===== src/rtl/parking_lot_controller.sv =====
// Parking lot occupancy counter and entry gate sequencer.
// Tracks cars in the lot and opens the entry gate on a fresh request when space is free.
module parking_lot_controller #(
    parameter int CAPACITY     = 25,
    parameter int COUNT_W      = 5,
    parameter int GATE_TIMEOUT = 8,
    parameter int TIMER_W      = 4
) (
    input  logic               clk,
    input  logic               reset,
    input  logic               req,
    input  logic               enter,
    input  logic               exit,
    output logic               gate_open,
    output logic [COUNT_W-1:0] count,
    output logic               full,
    output logic               empty,
    output logic               denied,
    output logic               timeout,
    output logic               err
);

    typedef enum logic {
        S_CLOSED = 1'b0,
        S_OPEN   = 1'b1
    } state_t;

    localparam logic [COUNT_W-1:0] CAP   = COUNT_W'(CAPACITY);
    localparam logic [TIMER_W-1:0] TLAST = TIMER_W'(GATE_TIMEOUT - 1);

    state_t             ps;
    logic [TIMER_W-1:0] timer;
    logic               req_d;
    logic [COUNT_W-1:0] cnt;
    logic               err_q;
    logic               rise;
    logic               tmo_hit;

    assign rise      = req & ~req_d;
    assign full      = (cnt == CAP);
    assign empty     = (cnt == '0);
    assign count     = cnt;
    assign err       = err_q;
    assign gate_open = (ps == S_OPEN);

    // Timeout fires only if no car entered this cycle; an entry closes the gate normally.
    assign tmo_hit = (ps == S_OPEN) & ~enter & (timer == TLAST);
    assign timeout = ~reset & tmo_hit;
    assign denied  = ~reset & (ps == S_CLOSED) & rise & full;

    // Saturating occupancy count; simultaneous enter/exit cancel out.
    always_ff @(posedge clk) begin
        if (reset) begin
            cnt   <= '0;
            err_q <= 1'b0;
        end else begin
            case ({enter, exit})
                2'b10: begin
                    if (full) err_q <= 1'b1;
                    else      cnt   <= cnt + 1'b1;
                end
                2'b01: begin
                    if (empty) err_q <= 1'b1;
                    else       cnt   <= cnt - 1'b1;
                end
                default: ;
            endcase
        end
    end

    // Gate sequencer: open on a request edge with space free, close on entry or timeout.
    always_ff @(posedge clk) begin
        if (reset) begin
            ps    <= S_CLOSED;
            timer <= '0;
            req_d <= 1'b0;
        end else begin
            req_d <= req;
            case (ps)
                S_CLOSED: begin
                    if (rise && !full) begin
                        ps    <= S_OPEN;
                        timer <= '0;
                    end
                end
                S_OPEN: begin
                    if (enter)              ps    <= S_CLOSED;
                    else if (timer == TLAST) ps   <= S_CLOSED;
                    else                    timer <= timer + 1'b1;
                end
                default: ps <= S_CLOSED;
            endcase
        end
    end

endmodule


===== config.mk =====
export PLATFORM = sky130hd
export DESIGN_NAME = parking_lot_controller
export DESIGN_NICKNAME = d
export VERILOG_FILES = /design/src/rtl/parking_lot_controller.sv
export SDC_FILE = /design/constraint.sdc
export NUM_CORES = 1
export LEC_CHECK = 0
export ABC_AREA = 1
export BUFFER_PORTS_ARGS = -buffer_cell sky130_fd_sc_hd__buf_4
export CAP_MARGIN = 25
export CORE_UTILIZATION = 40
export CTS_BUF_LIST = sky130_fd_sc_hd__clkbuf_8
export DETAILED_ROUTE_END_ITERATION = 8
export PLACE_DENSITY = 0.67
export REMOVE_ABC_BUFFERS = 1
export SLEW_MARGIN = 20
export SYNTH_ARGS = -nofsm -noshare
export SYNTH_HDL_FRONTEND = slang
export SYNTH_SLANG_ARGS = --single-unit

===== constraint.sdc =====
create_clock -name clk -period 1.9 [get_ports clk]
set_clock_uncertainty 0.15 [all_clocks]
set_input_delay 0.095 -clock clk [delete_from_list [all_inputs] [get_ports clk]]
set_output_delay 0.095 -clock clk [all_outputs]
set_load 0.01 [all_outputs]

==> results of run 1 <==
-- worst register-to-register path, stage by stage (launching register included) --
cell and delay (ns):
dfxtp_1 0.43, inv_1 0.06, nand2_1 0.06, nand2_1 0.08, ha_1 0.19, inv_1 0.05
nand2_1 0.08, nand3_1 0.11, nand2_1 0.06, nand2_1 0.06, nand2_1 0.04, a21oi_1 0.10
-- repair_timing --
action	in CTS	in global routing
hold buffers	3	0
setup buffers	0	0
hold endpoints to repair	9	0
-- Yosys cell counts (all sizes together) --
library cell and count:
o21ai 4, nand3b 1, nor3 1, inv 21, nand4 1, nor2 9
nor4 1, a211oi 1, buf 1, xnor2 1, nand2 35, dfxtp 12
nand3 11, or2 1, a21oi 13, ha 5, clkbuf 1, xor2 1
-- flip-flops by register name, summed over array words and instances (netlist names) --
register	count
count	5
err	1
req_d	1
gate_open	1
timer	4
-- cell type report --
cell class / instances / area, um2
clock buffers: 4 / 55.1
fillers: 173 / 777
inverters: 21 / 78.8
multi-input cells: 85 / 458
flip-flops and latches: 12 / 240
well taps: 25 / 31.3
repair buffers: 18 / 143
-- per-layer routing --
metal  routed length, um  up-vias  GRT usage (%)
met5                   0        -              0
met4                   0        0           5.88
met3                  63        0           6.27
met2                 859       17           31.9
met1                 810      356           22.2
li1                    -      417              -
-- cells by family after synthesis --
group,Yosys count
and+or+nand+nor,60
DFF,12
AOI/OAI and AO/OA,18
adders and majority gates,5
xor gates and xnor gates,2
buffers and inverters,23
-- through the flow --
stage	std cells	total power, mW	worst slack [ns]	cell area (um2)	hold WS, ns
after floorplan	118	0.416	0.463	777	0.0141
after global routing	165	0.821	0.0421	1010	0.0507
after global placement	158	0.481	0.252	921	0.162
final	165	0.767	0.194	1010	0.0494
after detailed placement	158	0.485	0.181	921	0.169
after CTS	165	0.777	0.195	1010	0.0431
-- how the worst max path moves through the flow --
stage | from | to | slack (ns)
finish | timer[0] | timeout | 0.19
floorplan | enter | count[4] | 0.46
global route | timer[0] | timeout | 0.04
detailed placement | enter | count[4] | 0.18
global placement | enter | count[4] | 0.25
CTS | timer[0] | timeout | 0.19
-- report_power, final --
group          total, mW  switching [mW]  internal [mW]
combinational      0.193           0.109         0.0837
clock              0.282          0.0984          0.183
sequential         0.293          0.0227          0.270
==> summary.txt, run 1 <==
Route
  – Drt pass-1 iters: 4
  – Routed len/inst: 10.5 um
  – Post-route ant nets: 0
  – DR iter-0 viols: 20
  – DRC viols: 0
  – Vias post-DR: 790
  – Via/cell ratio: 4.79
  – Final WL: 1730 um

Setup path
  – WP buf/inv: 2
  – Crit path max fanout: 4
  – Crit. End Element: output pin
  – Worst r2r src: count[1]
  – Worst reg2reg setup slack: between 0.3 and 0.4 ns
  – Crit Reg-Reg Endpoint: count[4]
  – CP max stage delay: 0.39 ns
  – CP max stage cell: dfxtp_1
  – Critical path data arrival time: 1.46 ns
  – Reg2Reg Depth: 11
  – Stages on the worst setup path: 6
  – CP dominant cell by count: nand2_1
  – Critical setup path kind: reg -> out
  – Top delay family on crit path: simple AND/OR/NAND/NOR gates
  – Worst path cell trace: ha_1 -> nand2_1 -> inv_1 -> nand2_1 -> nor4_1 -> buf_4
  – CP startpoint kind: flip-flop
  – Worst path required time: 1.65 ns

STA
  – Hold Vio Cnt, Final: 0
  – Final Max Slew Viols: 0
  – Rel. slew slack: ~80%
  – Setup TNS: 0 ns
  – Fmax: ~0.6 GHz
  – Worst-Margin Slew: 0.294 ns
  – Fin crit share: 89.8%
  – Period minus WS final: 1.71 ns
  – RSZ-0062 raised after global routing: no
  – Final setup viols: 0

Floorplanning
  – Die X: 46.5 um
  – Total core area: 0.00178 mm2
  – Num rows: 15
  – Die ar.: between 0.002 and 0.0025 mm2
  – Die height: 46.5 um
  – Starting Density: roughly 44%
  – Top-level I/O count: 16

Clock tree
  – Max H-tree Level: 1
  – Clock tree buffer depth: 2
  – Number of CTS-inserted buffers: 3
  – Clock-pin slew on the worst setup and hold paths: 0.06 ns
  – Clk Latency, worst-skew pair: 0.24 ns
  – Clk sinks: 12
  – CTS tree: yes
  – Post-CTS Resized: 0
  – Root Driver: clkbuf_8

Logic synthesis
  – Area share of xor/xnor cells in the synthesized design: 2.21%
  – Yosys Warn Count: 0
  – Cell taking the most area after synthesis: dfxtp_1
  – Synth Area per Inst: 6.60 um2
  – Synthesized area: around 790 um2
  – Largest cells by area after synthesis: dfxtp_1 30%, nand2_1 15%, inv_1 9.0%
  – Netlist cell types: 25
  – Compound-Gate Fraction of Synth Area: roughly an eighth
  – Cells after Synth: between 100 and 150
  – Simple-Gate Fraction of Synth Area: 34.9%
  – Yosys top cell area share: 30.3%
  – Largest family of logic cells by synthesized area: simple AND/OR/NAND/NOR gates
  – Post-Synth Adder-Cell Area: 7.90%
  – Synthesis-stage register bit count: 12
  – Sequential fraction of the synthesis area: 30.3%
  – Mux share of post-synthesis cell area: 0%

Cells and area
  – Most frequent cells in the layout: 32 x nand2_1, 19 x inv_1, 15 x buf_4
  – Leading cell type in the layout, fill and taps excluded: nand2_1
  – Final nets: between 150 and 200
  – Ant. Diodes: 0
  – Layout cells sized above 1: a little over a fifth
  – Final core occ: 56.4%
  – Layout Area Growth over Synthesis: 27.0%

Place
  – Global placement routability congestion: 0.904
  – Post-DP HPWL: 1320 um
  – Number of buffers added on ports: 15

Outcome
  – Status: finished, final reports clean

Pwr
  – Pleak: 0.514 nW
  – Power per standard cell area: 763 mW/mm2
  – Worst vdd ir: 0.000394 V

Flow run
  – Max-Cap Viols: 0

Global route
  – First-pass GRT wire length: 2840 um
  – Tot GR Track Use: between 10% and 20%
  – Via count of the first global-routing pass: 679
  – Initial antenna violation count: 0
  – Pin count of the biggest net entering global routing: 12
  – GRT overflow: 0

Hold path
  – Hold Path Sink: timer[1]
  – Hold Crit Start: enter
  – Hold Path Depth: 4
  – Worst hold path class: in -> reg
No activity file was read; power rests on OpenSTA's default activity.
==> run 2: changes to the inputs <==
--- a/config.mk
+++ b/config.mk
@@ -8,10 +8,10 @@
 export ABC_AREA = 1
 export BUFFER_PORTS_ARGS = -buffer_cell sky130_fd_sc_hd__buf_4
 export CAP_MARGIN = 25
-export CORE_UTILIZATION = 40
+export CORE_UTILIZATION = 30
 export CTS_BUF_LIST = sky130_fd_sc_hd__clkbuf_8
 export DETAILED_ROUTE_END_ITERATION = 8
-export PLACE_DENSITY = 0.67
+export PLACE_DENSITY = 0.55
 export REMOVE_ABC_BUFFERS = 1
 export SLEW_MARGIN = 20
 export SYNTH_ARGS = -nofsm -noshare
==> run 2 against run 1 <==
Against the previous run:
- sequential share of layout area increased by 0.18 points
- via count is 0.76% higher
- core utilization decreased by 16 points
- fmax rose by 3.5%
- global-route usage fell by 5.7 points
- setup slack better by 0.058 ns
- cell count increased by 2.4%
- critical path type unchanged
- largest cell class unchanged
==> summary.txt, run 2 (synthesis results as in run 1) <==
Pwr
  – Gate power share: 26.9% (+1.8 points)
  – Sequential power share: 41.7% (+3.5 points)
  – Switch Pwr: 211 uW (-8.2%)
  – Worst vdd ir: 0.000341 V (-13%)
  – Power per standard cell area: 705 mW/mm2 (-7.5%)
  – Sw frac: 30.0% (about the same)
  – Clock share of power: 31.4% (-5.3 points)
  – Pleak: 0.507 nW (-1.4%)
  – Pint: 493 uW (-8.2%)

Setup path
  – CP max stage cell: dfxtp_1
  – WP buf/inv: 2 (unchanged)
  – Crit path max fanout: 4 (unchanged)
  – Critical setup path kind: reg -> out
  – Worst path required time: 1.65 ns (about the same)
  – Critical path data arrival time: 1.40 ns (-0.06 ns)
  – Worst path cell trace: ha_1 -> nand2_1 -> inv_1 -> nand2_1 -> nor4_1 -> buf_4
  – Crit. End Element: output pin
  – CP startpoint kind: flip-flop
  – CP max stage delay: 0.38 ns (about the same)
  – Top delay family on crit path: flip-flops
  – CP dominant cell by count: nand2_1

Cells and area
  – Most frequent cells in the layout: 32 x nand2_1, 19 x inv_1, 15 x buf_4
  – Layout Area Growth over Synthesis: 26.1%
  – Leading cell type in the layout, fill and taps excluded: nand2_1
  – # fillers: 276 (+60%)
  – Layout cells sized above 1: 20.9% (-0.57 points)
  – Post-route insts no fill: 169 (+2.4%)
  – Max reg flops: 5 (unchanged)
  – Finished Cell Area: 998 um2 (-0.75%)
  – Final core occ: 40.3% (-16 points)
  – Ant. Diodes: 0 (unchanged)
  – Final nets: 151 (unchanged)

STA
  – Worst-Margin Slew: 0.286 ns (-0.00862 ns)
  – Rel. slew slack: 80.8% (+0.61 points)
  – Period minus WS final: 1.65 ns (-0.0582 ns)
  – Fin crit share: 86.7% (-3.1 points)
  – Setup TNS: 0 ns (unchanged)
  – Final setup viols: 0 (unchanged)
  – Final Max Slew Viols: 0 (unchanged)
  – Fmax: 0.607 GHz (+3.5%)
  – Hold Vio Cnt, Final: 0 (unchanged)
  – RSZ-0062 raised after global routing: no

Global route
  – GRT overflow: 0 (unchanged)
  – Via count of the first global-routing pass: 689 (+1.5%)
  – GR Util met2: 23.3% (-8.6 points)
  – Tot GR Track Use: 13.2% (-5.7 points)
  – First-pass GRT wire length: 2720 um (-4.4%)
  – Pin count of the biggest net entering global routing: 12 (unchanged)
  – Met3 usage: 2.59% (-3.7 points)
  – Gr busiest metal: met2
  – Initial antenna violation count: 0 (unchanged)
  – Met1 Track Usage GR: 15.4% (-6.9 points)

Clock tree
  – Root Driver: clkbuf_8
  – Clock-pin slew on the worst setup and hold paths: 0.05 ns (about the same)
  – Max H-tree Level: 1 (unchanged)
  – Clock tree buffer depth: 2 (unchanged)
  – Post-CTS Setup Bufs: 0 (unchanged)
  – Post-CTS Resized: 0 (unchanged)
  – Hold Buf Count CTS: 3 (unchanged)
  – CTS tree: yes
  – Number of CTS-inserted buffers: 3 (unchanged)
  – Clk Latency, worst-skew pair: 0.23 ns (about the same)
  – Clk sinks: 12 (unchanged)

Route
  – Via/cell ratio: 4.71 (-1.6%)
  – Drt pass-1 iters: 4 (unchanged)
  – Post-route ant nets: 0 (unchanged)
  – Routed len/inst: 9.74 um (-7.3%)
  – Vias post-DR: 796 (+0.76%)
  – DRC viols: 0 (unchanged)
  – Final WL: 1650 um (-5.0%)
  – DR iter-0 viols: 6 (-70%)

Flow run
  – Max-Cap Viols: 0 (unchanged)

Floorplanning
  – Num rows: 18 (+3)
  – Die ar.: 0.00285 mm2 (+32%)
  – Die height: 53.4 um (+15%)
  – Starting Density: 32.0% (-12 points)
  – Total core area: 0.00248 mm2 (+39%)
  – Die X: 53.4 um (+15%)
  – Top-level I/O count: 16 (unchanged)

Place
  – Number of buffers added on ports: 15 (unchanged)
  – Global placement routability congestion: 0.793 (-12%)
  – Dpl cells: 163 (+3.2%)
  – Post-DP HPWL: 1290 um (-2.4%)
  – Placed Area: 927 um2 (+0.68%)

Hold path
  – Worst hold path class: in -> reg

Outcome
  – Status: finished, final reports clean
run 2: cell count changes in the layout (fill, tap and decap cells not counted), sizes merged:
cell	previous run	this run
clkbuf	4	3
run 2: path summary, 6_finish.rpt:
| path | startpoint | endpoint | slack (ns) | cells past startpoint |
|---|---|---|---|---|
| setup / recovery | timer[0] | timeout | 0.25 | 6 |
| hold / removal | enter | timer[1] | 0.07 | 4 |
| setup reg to reg | timer[0] | timer[2] | 0.40 | 8 |
| hold reg to reg | err | err | 0.30 | 2 |
run 2: worst reg2reg max path, stage by stage, from the launching register on:
cell	delay [ns]
dfxtp_1	0.38
ha_1	0.19
nand2_1	0.05
inv_1	0.07
nand2_1	0.10
nand2_1	0.17
nand2_4	0.09
a21oi_1	0.13
nor2_1	0.06
run 2: metal layers:
layer	part of all wire [%]	routed length, um
met5	0	0
met4	0.67	11
met3	4.6	75
met2	51	837
met1	44	722
run 2: power by group through the flow:
stage          sequential [mW]  clock [mW]  combinational (mW)
6_report                 0.294       0.221               0.189
5_1_grt                  0.296       0.245               0.216
4_1_cts                  0.293       0.233               0.192
3_5_place_dp             0.298           0               0.186
3_3_place_gp             0.297           0               0.186
2_1_floorplan            0.301           0               0.115
run 2: metrics by stage:
stage	worst slack (ns)	power, mW	hold slack, ns
2_1_floorplan	0.463	0.416	0.0141
3_3_place_gp	0.138	0.484	0.158
3_5_place_dp	0.117	0.485	0.176
4_1_cts	0.250	0.718	0.0658
5_1_grt	0.149	0.756	0.0969
6_report	0.252	0.704	0.0654
run 2: final cells by class:
cell class | instances | area, um2 | area share, %
timing repair buffer | 18 | 143 | 14.3
tap | 30 | 37.5 | 3.76
inverter | 21 | 78.8 | 7.89
sequential | 12 | 240 | 24.1
multi-input combinational | 85 | 458 | 45.9
clock buffer | 3 | 41.3 | 4.14
==> run 3: changes to the inputs <==
==> constraint.sdc (replaced) <==
create_clock -name clk -period 1.8 [get_ports clk]
set_clock_uncertainty 0.15 [all_clocks]
set_input_delay 0.09 -clock clk [delete_from_list [all_inputs] [get_ports clk]]
set_output_delay 0.09 -clock clk [all_outputs]
set_load 0.01 [all_outputs]
==> run 3 against run 2 <==
Against the previous run:
- die area did not move
- combinational power increased by 9%
- power increased by 15%
- flip-flop and latch count did not move
- via count fell by 1.6%
- critical path depth is the same
- sequential share of layout area decreased by 0.67 points
- first-iteration DRC count up 67%
- final area rose by 2.9%
- global-route usage increased by 0.74 points
==> summary.txt, run 3 (synthesis results as in run 1) <==
Outcome
  – Status: finished, final reports clean

Global route
  – Pin count of the biggest net entering global routing: 12 (unchanged)
  – Via count of the first global-routing pass: 688 (-0.15%)
  – Tot GR Track Use: 14.0% (+0.74 points)
  – First-pass GRT wire length: 2820 um (+3.8%)
  – GRT overflow: 0 (unchanged)
  – Initial antenna violation count: 0 (unchanged)

STA
  – Final setup viols: 0 (unchanged)
  – Worst-Margin Slew: 0.278 ns (-0.00757 ns)
  – Setup TNS: 0 ns (unchanged)
  – RSZ-0062 raised after global routing: no
  – Fin crit share: 91.9%
  – Hold Vio Cnt, Final: 0 (unchanged)
  – Fmax: 0.604 GHz
  – Final Max Slew Viols: 0 (unchanged)
  – Rel. slew slack: 81.3% (+0.51 points)
  – Period minus WS final: 1.65 ns

Setup path
  – CP startpoint kind: flip-flop
  – CP max stage delay: 0.39 ns (about the same)
  – CP dominant cell by count: nand2_1
  – Worst reg2reg setup slack: 0.27 ns (-0.13 ns)
  – Critical setup path kind: reg -> out
  – Crit. End Element: output pin
  – Critical path data arrival time: 1.41 ns (about the same)
  – CP max stage cell: dfxtp_1
  – Crit path max fanout: 4 (unchanged)
  – Worst path required time: 1.56 ns (-0.09 ns)
  – Worst path cell trace: ha_1 -> nand2_1 -> inv_1 -> nand2_1 -> nor4_1 -> buf_4

Clock tree
  – Clk sinks: 12 (unchanged)
  – Number of CTS-inserted buffers: 3 (unchanged)
  – Max H-tree Level: 1 (unchanged)
  – Clk Latency, worst-skew pair: 0.24 ns (about the same)
  – Clock tree buffer depth: 2 (unchanged)
  – CTS tree: yes
  – Hold Buf Count CTS: 3 (unchanged)
  – Root Driver: clkbuf_8
  – Post-CTS Resized: 0 (unchanged)
  – Clock-pin slew on the worst setup and hold paths: 0.05 ns (about the same)
  – Post-CTS Setup Bufs: 0 (unchanged)

Cells and area
  – Final core occ: 41.5% (+1.2 points)
  – Max reg flops: 5 (unchanged)
  – Finished Cell Area: 0.00103 mm2 (+2.9%)
  – # fillers: 258 (-6.5%)
  – Layout cells sized above 1: 22.5% (+1.7 points)
  – Leading cell type in the layout, fill and taps excluded: nand2_1
  – Ant. Diodes: 0 (unchanged)
  – Most frequent cells in the layout: 32 x nand2_1, 19 x inv_1, 17 x buf_4
  – Final nets: 153 (+1.3%)
  – Layout Area Growth over Synthesis: 29.7%

Place
  – Number of buffers added on ports: 15 (unchanged)
  – Global placement routability congestion: 0.726 (-8.5%)
  – Placed Area: 942 um2 (+1.6%)
  – Post-DP HPWL: 1380 um (+7.0%)

Route
  – DRC viols: 0 (unchanged)
  – Drt pass-1 iters: 4 (unchanged)
  – Via/cell ratio: 4.55 (-3.3%)
  – Post-route ant nets: 0 (unchanged)
  – Vias post-DR: 783 (-1.6%)
  – Final WL: 1730 um (+5.0%)
  – DR iter-0 viols: 10 (+4)
  – Routed len/inst: 10.1 um (+3.2%)

Hold path
  – Worst hold path class: in -> reg

Floorplanning
  – Starting Density: 32.0% (unchanged)
  – Die X: 53.4 um (unchanged)
  – Die height: 53.4 um (unchanged)
  – Num rows: 18 (unchanged)
  – Die ar.: 0.00285 mm2 (unchanged)
  – Total core area: 0.00248 mm2 (unchanged)
  – Top-level I/O count: 16 (unchanged)

Pwr
  – Pleak: 0.524 nW (+3.3%)
  – Power per standard cell area: 789 mW/mm2 (+12%)
  – Worst vdd ir: 0.000512 V (+50%)

Flow run
  – Max-Cap Viols: 0 (unchanged)
-- run 3: report_power, final --
group	switching, mW	total, mW	internal, mW
clock network	0.101	0.294	0.193
logic	0.115	0.206	0.0911
registers	0.0246	0.310	0.285
total	0.240	0.810	0.570
-- run 3: worst max-delay path, delay by kind of cell (launching register included) --
kind	cells	cell delay, ns
buf+inv	2	0.25
simple gates	3	0.35
fa+ha+maj	1	0.19
flops	1	0.39
-- run 3: per-layer routing --
metal	vias to the layer above	track usage, %	part of all wire, %
li1	421	-	-
met1	343	16.6	47
met2	15	23.8	48
met3	4	2.59	3.6
met4	0	6.58	0.98
met5	-	0	0
-- run 3: metrics by stage --
step / hold slack (ns) / total power [mW] / worst slack, ns / cells
2_1_floorplan: 0.00907 / 0.439 / 0.368 / 118
3_3_place_gp: 0.157 / 0.514 / 0.225 / 165
3_5_place_dp: 0.164 / 0.518 / 0.212 / 165
4_1_cts: 0.0646 / 0.821 / 0.147 / 172
5_1_grt: 0.0892 / 0.862 / 0.0277 / 172
6_report: 0.0706 / 0.810 / 0.145 / 172
-- run 3: worst paths after layout --
path	from	end	cells after the start
worst max-delay path	timer[0]	timeout	6
worst min-delay path	enter	timer[1]	4
worst max register to register	count[1]	count[2]	9
worst min register to register	timer[3]	timer[3]	2
-- run 3: final cells by class --
cell class	count	area (um2)	area share, %
Multi-Input combinational cell	85	458	44.6
Sequential cell	12	240	23.4
Timing Repair Buffer	20	158	15.3
Inverter	21	78.8	7.67
Clock buffer	4	55.1	5.36
Tap cell	30	37.5	3.65
